<file path="src/rtl/hazard_ctrl.sv">
// hazard_ctrl: stall and forwarding-select generation for the 5-stage MIPS pipeline.
// The shadow pipeline tracks the producers in flight:
//   *_p0 = E stage, *_p1 = M stage, *_p2 = W stage.
// Forwarding select codes:
//   D-stage sels: 00 GRF, 01 from E, 10 from M.
//   E-stage sels: 00 D/E value, 01 from M, 10 from W.
module hazard_ctrl #(
   parameter int REG_W = 5,
   parameter int TN_W  = 2
) (
   input  logic             clk,
   input  logic             reset,
   input  logic [REG_W-1:0] rs_D,
   input  logic [REG_W-1:0] rt_D,
   input  logic [TN_W-1:0]  tuse_rs_D,
   input  logic [TN_W-1:0]  tuse_rt_D,
   input  logic [REG_W-1:0] a3_D,
   input  logic [TN_W-1:0]  tnew_D,
   input  logic             md_D,
   input  logic             md_start_D,
   input  logic             md_busy,
   output logic             stall,
   output logic [1:0]       fwd_rs_D,
   output logic [1:0]       fwd_rt_D,
   output logic [1:0]       fwd_rs_E,
   output logic [1:0]       fwd_rt_E
);

   // E stage shadow
   logic [REG_W-1:0] a3_p0;
   logic [TN_W-1:0]  tnew_p0;
   logic [REG_W-1:0] rs_p0;
   logic [REG_W-1:0] rt_p0;
   logic             mdStart_p0;
   // M stage shadow
   logic [REG_W-1:0] a3_p1;
   logic [TN_W-1:0]  tnew_p1;
   // W stage shadow (its result is always ready, so no tnew is kept)
   logic [REG_W-1:0] a3_p2;

   // Register 0 is hard-wired, so it never creates a dependency.
   function automatic logic hit(input logic [REG_W-1:0] src,
                                input logic [REG_W-1:0] dst);
      return (src != '0) && (src == dst);
   endfunction

   // Result latency counts down one per stage and holds at zero.
   function automatic logic [TN_W-1:0] decTnew(input logic [TN_W-1:0] t);
      return (t == '0) ? '0 : t - TN_W'(1);
   endfunction

   // A producer that is not ready yet blocks forwarding from an older stage
   // (sel 00); the stall logic keeps that case from being consumed.
   function automatic logic [1:0] selD(input logic [REG_W-1:0] src,
                                       input logic [REG_W-1:0] a3E,
                                       input logic [TN_W-1:0]  tnE,
                                       input logic [REG_W-1:0] a3M,
                                       input logic [TN_W-1:0]  tnM);
      if (hit(src, a3E))
         return (tnE == '0) ? 2'b01 : 2'b00;
      else if (hit(src, a3M))
         return (tnM == '0) ? 2'b10 : 2'b00;
      else
         return 2'b00;
   endfunction

   function automatic logic [1:0] selE(input logic [REG_W-1:0] src,
                                       input logic [REG_W-1:0] a3M,
                                       input logic [TN_W-1:0]  tnM,
                                       input logic [REG_W-1:0] a3W);
      if (hit(src, a3M))
         return (tnM == '0) ? 2'b01 : 2'b00;
      else if (hit(src, a3W))
         return 2'b10;
      else
         return 2'b00;
   endfunction

   // Stall when a D source is produced too late, or the MDU is occupied.
   always_comb begin
      stall = 1'b0;
      if (hit(rs_D, a3_p0) && (tnew_p0 > tuse_rs_D)) stall = 1'b1;
      if (hit(rs_D, a3_p1) && (tnew_p1 > tuse_rs_D)) stall = 1'b1;
      if (hit(rt_D, a3_p0) && (tnew_p0 > tuse_rt_D)) stall = 1'b1;
      if (hit(rt_D, a3_p1) && (tnew_p1 > tuse_rt_D)) stall = 1'b1;
      if (md_D && (md_busy || mdStart_p0))           stall = 1'b1;
   end

   // Forwarding selects: youngest ready producer wins.
   always_comb begin
      fwd_rs_D = selD(rs_D, a3_p0, tnew_p0, a3_p1, tnew_p1);
      fwd_rt_D = selD(rt_D, a3_p0, tnew_p0, a3_p1, tnew_p1);
      fwd_rs_E = selE(rs_p0, a3_p1, tnew_p1, a3_p2);
      fwd_rt_E = selE(rt_p0, a3_p1, tnew_p1, a3_p2);
   end

   // Shadow pipeline advance; a stall injects a bubble into E.
   always_ff @(posedge clk) begin
      if (reset) begin
         a3_p0      <= '0;
         tnew_p0    <= '0;
         rs_p0      <= '0;
         rt_p0      <= '0;
         mdStart_p0 <= 1'b0;
         a3_p1      <= '0;
         tnew_p1    <= '0;
         a3_p2      <= '0;
      end else begin
         // M -> W
         a3_p2   <= a3_p1;
         // E -> M
         a3_p1   <= a3_p0;
         tnew_p1 <= decTnew(tnew_p0);
         // D -> E
         if (stall) begin
            a3_p0      <= '0;
            tnew_p0    <= '0;
            rs_p0      <= '0;
            rt_p0      <= '0;
            mdStart_p0 <= 1'b0;
         end else begin
            a3_p0      <= a3_D;
            tnew_p0    <= tnew_D;
            rs_p0      <= rs_D;
            rt_p0      <= rt_D;
            mdStart_p0 <= md_start_D;
         end
      end
   end

endmodule

</file>
<file path="config.mk">
export PLATFORM = sky130hd
export DESIGN_NAME = hazard_ctrl
export DESIGN_NICKNAME = d
export VERILOG_FILES = /design/src/rtl/hazard_ctrl.sv
export SDC_FILE = /design/constraint.sdc
export NUM_CORES = 1
export LEC_CHECK = 0
export CAP_MARGIN = 20
export CORE_UTILIZATION = 48
export CTS_BUF_LIST = sky130_fd_sc_hd__clkbuf_2
export DETAILED_ROUTE_END_ITERATION = 10
export PLACE_DENSITY_LB_ADDON = 0.12
export SETUP_SLACK_MARGIN = 0.3
export SYNTH_ARGS = -nofsm -noshare
export SYNTH_HDL_FRONTEND = slang
export SYNTH_SLANG_ARGS = --single-unit
</file>
<file path="constraint.sdc">
create_clock -name clk -period 2.3 [get_ports clk]
set_input_delay 0.46 -clock clk [delete_from_list [all_inputs] [get_ports clk]]
set_output_delay 0.46 -clock clk [all_outputs]
set_load 0.01 [all_outputs]
</file>
# Yosys cells after proc, flatten, opt, wreduce, memory -nomap -nowiden
# Cells that the tools add are included.
[op_classes] eq_ne=8 magnitude_cmp=4 n_mux=16 n_reduce_logical=22 n_addsub=1
[ops] cell="5-bit equality test" n=8
[ops] cell="5-bit nonzero test" n=4
[ops] cell="2-bit 2-to-1 mux" n=9
[ops] cell="1-bit logical AND" n=13
[ops] cell="2-bit greater-than comparator" n=4
[ops] cell="1-bit 2-to-1 mux" n=7
[ops] cell="2-bit logical NOT" n=2
[ops] cell="2-bit OR reduction" n=2
[ops] cell="2-bit by 1-bit subtractor with 2-bit output, second input constant" n=1
[ops] cell="1-bit logical OR" n=1
[word_totals] out_inout_bits=9 inputBits=26 register_bits=30

# Logic depth before layout (Yosys ltp)
[depth] ltp_word=9 mapped_depth=9

# Worst setup path after synthesis
# Ideal clock, no wire load.
[synth_timing] path_kind="input-to-output" startpoint="input rs_D[3]" endpoint="output stall" t_arrival_ns=1.833 path_stages=6 setup_slack_ns=0.007 path_cell_list="or4_4 o211ai_2 o31ai_1 a21o_1 buf_6 or2_2"
[synth_via] elab_chain_cells=8 word_cells_on_any_way=12 cone_classes="eq/ne: 2; mux: 5; reduce/logical: 5"
[synth_lines] item="start: declaration" line_no="13" source="input logic [REG_W-1:0] rs_D,"
[synth_lines] item="5-bit equality test / 5-bit nonzero test (equally long branches)" line_no="44" source="return (src != '0) && (src == dst);"
[synth_lines] item="1-bit logical AND" line_no="44"
[synth_lines] item="1-bit logical AND" line_no="82" source="if (hit(rs_D, a3_p0) && (tnew_p0 > tuse_rs_D)) stall = 1'b1;"
[synth_lines] item="1-bit 2-to-1 mux" line_no="82"
[synth_lines] item="1-bit 2-to-1 mux (*)" line_no="83" source="if (hit(rs_D, a3_p1) && (tnew_p1 > tuse_rs_D)) stall = 1'b1;"
[synth_lines] item="1-bit 2-to-1 mux (*)" line_no="84" source="if (hit(rt_D, a3_p0) && (tnew_p0 > tuse_rt_D)) stall = 1'b1;"
[synth_lines] item="1-bit 2-to-1 mux (*)" line_no="85" source="if (hit(rt_D, a3_p1) && (tnew_p1 > tuse_rt_D)) stall = 1'b1;"
[synth_lines] item="1-bit 2-to-1 mux (*)" line_no="86" source="if (md_D && (md_busy || mdStart_p0)) stall = 1'b1;"
[synth_lines] item="end: declaration" line_no="22" source="output logic stall,"
# Every way passes the cells marked *; elsewhere a longest branch is shown, timed or not.

# Final worst setup path
[layout_timing] startpoint="register tnew_p1[1]" endpoint="output stall"
[layout_via] elab_chain_cells=6 word_cells_on_any_way=8 cone_classes="order compare: 2; mux: 4; reduce/logical: 2"
[layout_lines] item="start: declaration" line_no="37" source="logic [TN_W-1:0] tnew_p1;"
[layout_lines] item="start signal: assignment" line_no="113" source="tnew_p1 <= decTnew(tnew_p0);"
[layout_lines] item="2-bit greater-than comparator" line_no="83"
[layout_lines] item="1-bit logical AND" line_no="83"
[layout_lines] item="1-bit 2-to-1 mux" line_no="83"
[layout_lines] item="1-bit 2-to-1 mux" line_no="84"
[layout_lines] item="1-bit 2-to-1 mux (*)" line_no="85"
[layout_lines] item="1-bit 2-to-1 mux (*)" line_no="86"
# Marked as above.

==> results.py <==
metrics = {
    "synthesis": {
        "synth_cells": 181,
        "synth_fp_nets": 216,
        "synth_top_area_frac": 0.3431,
        "syn_avg_cell_area_sq_um": 9.671,
        "synth_area_leaders": "dfxtp_1, xor2_1, xnor2_1, ha_1, nor4_2",
        "yosys_warnings": 0,
        "synth_cell_types": 35,
        "synthesis.area_sq_um": 1750,
        "ys_seq_elements": 30,
        "synth.largest_area_cell": "dfxtp_1",
        "ys_seq_area_frac": 0.3431,
    },
    "grt": {
        "grt_util_all_layers": 0.2598,
        "grt_overflow": 0,
        "grt_pass1_wl_mm": 7.728,
        "antenna_found_initial": 0,
        "grt_pass1_vias": 1651,
        "grt_max_degree": 26,
    },
    "cts": {
        "cts_tree": "yes",
        "cts_sinks": 30,
        "root_buffer": "clkbuf_2",
        "clk_latency_ps": 370,
        "cts_made_buffers": 5,
        "clock_path_buffers": 2,
        "cts_max_level": 2,
        "path_clk_slew_ps": 140,
    },
    "final_layout": {
        "n_fill_cell": 217,
        "final_core_util": 0.8081,
        "diodes": 0,
        "drive_gt1_frac": 0.5058,
        "syn_to_final_growth_pct": 57.68,
        "fin_cells": 303,
        "layout.nets": 291,
    },
    "place": {
        "gp_congestion": 0.8535,
        "portBuffers": 34,
        "dp_slack_ps": -749.4,
        "place_inst": 284,
        "detailed_place_hpwl_mm": 3.275,
    },
    "floorplanning": {
        "core_sq_um": 3416,
        "io_pins": 35,
        "std_cell_rows": 21,
        "start_util": 0.5125,
        "die_area_sq_um": 3893,
        "fp.dieW_microns": 62.39,
        "die_height_microns": 62.39,
    },
    "sta": {
        "worst_hold_slack_ps": 433.0,
        "finalCriticalPeriod_ps": 2395,
        "fin_ws_ps": -94.87,
        "finalSetupViolCount": 3,
        "hold_viol_final": 0,
        "timing.final.crit_share": 1.041,
        "max-slew-margin-rel": 0.7528,
        "worst_pin_slew_ps": 367.7,
        "tns_ps": -143.5,
        "max_freq_mhz": 417.6,
        "rsz0062_at_grt": "true",
        "skew_ps": 18.35,
        "finalMaxSlewViolations": 0,
    },
    "route": {
        "ant_nets": 0,
        "maxUsedRoutingLayer": "met4",
        "drt-total-wl_mm": 4.823,
        "met3RoutedLength_microns": 180,
        "wl_met2_mm": 2.673,
        "via_per_inst": 5.155,
        "firstDrtPassIters": 4,
        "drtIter0Drc": 36,
        "wl_met1_mm": 1.910,
        "vias": 1562,
        "wl_per_cell_microns": 15.92,
        "post-route-drc-count": 0,
    },
    "setup_path": {
        "reg2reg_depth": 7,
        "cp.required_ps": 1840,
        "worst_ep_arrival_time_ps": 1930,
        "critPathCaptureType": "primary output",
        "crit_path_start": "tnew_p1[1]",
        "crit_type": "flop to primary output",
        "startpoint_type": "flop",
        "rrSetupSlack_ps": 430,
        "cp_max_fo": 4,
        "rr_endpoint": "rt_p0[2]",
        "r2r-start": "tnew_p1[1]",
    },
    "power": {
        "irDropWorstVdd_mv": 0.5610,
        "p_leak_nw": 1.203,
        "p_per_area_nw_per_um2": 524.9,
    },
    "flow_run": {
        "drv_cap": 0,
    },
    "worst_hold_path": {
        "min_from": "tnew_p0[0]",
        "holdPathStages": 1,
        "min_to": "tnew_p1[0]",
        "hold_path.class": "flop to flop",
    },
    "outcome": {
        "violations": "setup timing",
        "status": "finished with violations",
    },
}
## layer usage
layer / vias up / track usage
met3: 6 / 0.05839
met5: - / 0
met2: 41 / 0.4712
met1: 746 / 0.2967
met4: 0 / 0.09302
li1: 769 / -
## worst max-delay path by stage
stage,endpoint,slack (ps)
global route,stall,-160
detailed placement,stall,-750
CTS,stall,-130
finish,stall,-90
global placement,stall,-740
floorplan,stall,80
## flip-flops by register name, summed over array words and instances (netlist names)
name and cells:
a3_p0 5, a3_p1 5, a3_p2 5, mdStart_p0 1
rs_p0 5, rt_p0 5, tnew_p0 2, tnew_p1 2
## critical path, stage by stage, from the launching register on
cell	delay [ps]
dfxtp_4	400
ha_4	240
nor2b_1	130
o21ai_1	150
o31ai_1	100
a21o_1	200
or2_4	240
buf_6	120
## synth_stat cells
master	n
nand3_1	3
and4_1	2
clkbuf_1	7
or4_1	2
nand4_1	1
o211ai_1	1
and2_1	1
a21oi_1	4
buf_6	1
or2_2	1
a211oi_1	2
a21o_1	1
xnor2_1	18
inv_1	16
o211ai_2	1
nor3_1	5
dfxtp_1	30
or4_4	1
and3_1	1
nor4b_1	9
nor4b_2	1
buf_1	1
ha_1	9
nor2b_1	12
buf_12	1
nor4_2	9
buf_2	1
o31ai_1	1
nor4_1	7
nand2_1	2
o2bb2ai_2	1
nor2_1	3
o21ai_0	3
xor2_1	22
and2_2	1
## placed cells by master, fill, tap and decap left out, drive strengths merged, types with 9 or more instances in the layout
cell and instances:
buf 58, clkdlybuf4s50 12, dfxtp 30, ha 9, inv 16, nor2b 12
nor4 16, nor4b 10, xnor2 18, xor2 22
## area by class of cell
class / count / area, sq um / share of cell area
Clock buffer: 5 / 25.02 / 0.009066
Sequential cell: 30 / 638.1 / 0.2312
Timing Repair Buffer: 79 / 678.2 / 0.2457
Clock inverter: 3 / 63.81 / 0.02312
Tap cell: 46 / 57.56 / 0.02085
Multi-Input combinational cell: 124 / 1237 / 0.4483
Inverter: 16 / 60.06 / 0.02176
## stage by stage
stage	instance area [sq um]	power (W)
CTS	2653	0.001432
global route	2760	0.001522
global placement	2359	0.0009058
finish	2760	0.001449
floorplan	1759	0.0007603
detailed placement	2359	0.0009190
## power by group
group	switching [W]	leakage (nW)	internal, W
Sequential	0.0000303	0.255	0.000546
Clock	0.000183	0.0506	0.000290
Combinational	0.000179	0.898	0.000222
Total	0.000391	1.20	0.00106
## kinds of logic after synthesis
group	count (synthesis)	share of synthesized area
flip-flops	30	0.3431
XOR/XNOR	40	0.2001
adder cells (fa/ha/maj)	9	0.06433
AO/OA/AOI/OAI	14	0.05718
buffers and inverters	27	0.07219
AND/OR/NAND/NOR	61	0.2630
## timing repair
| action | 4_1_cts | 5_1_grt |
|---|---|---|
| pin swaps | 31 | 16 |
| hold buffers | 0 | 0 |
| cloned | 0 | 0 |
| resized for setup | 120 | 21 |
| setup buffers | 8 | 3 |
| hold endpoints to repair | 0 | 0 |
| setup endpoints to repair | 25 | 10 |
Power figures use the tool's default switching activity.
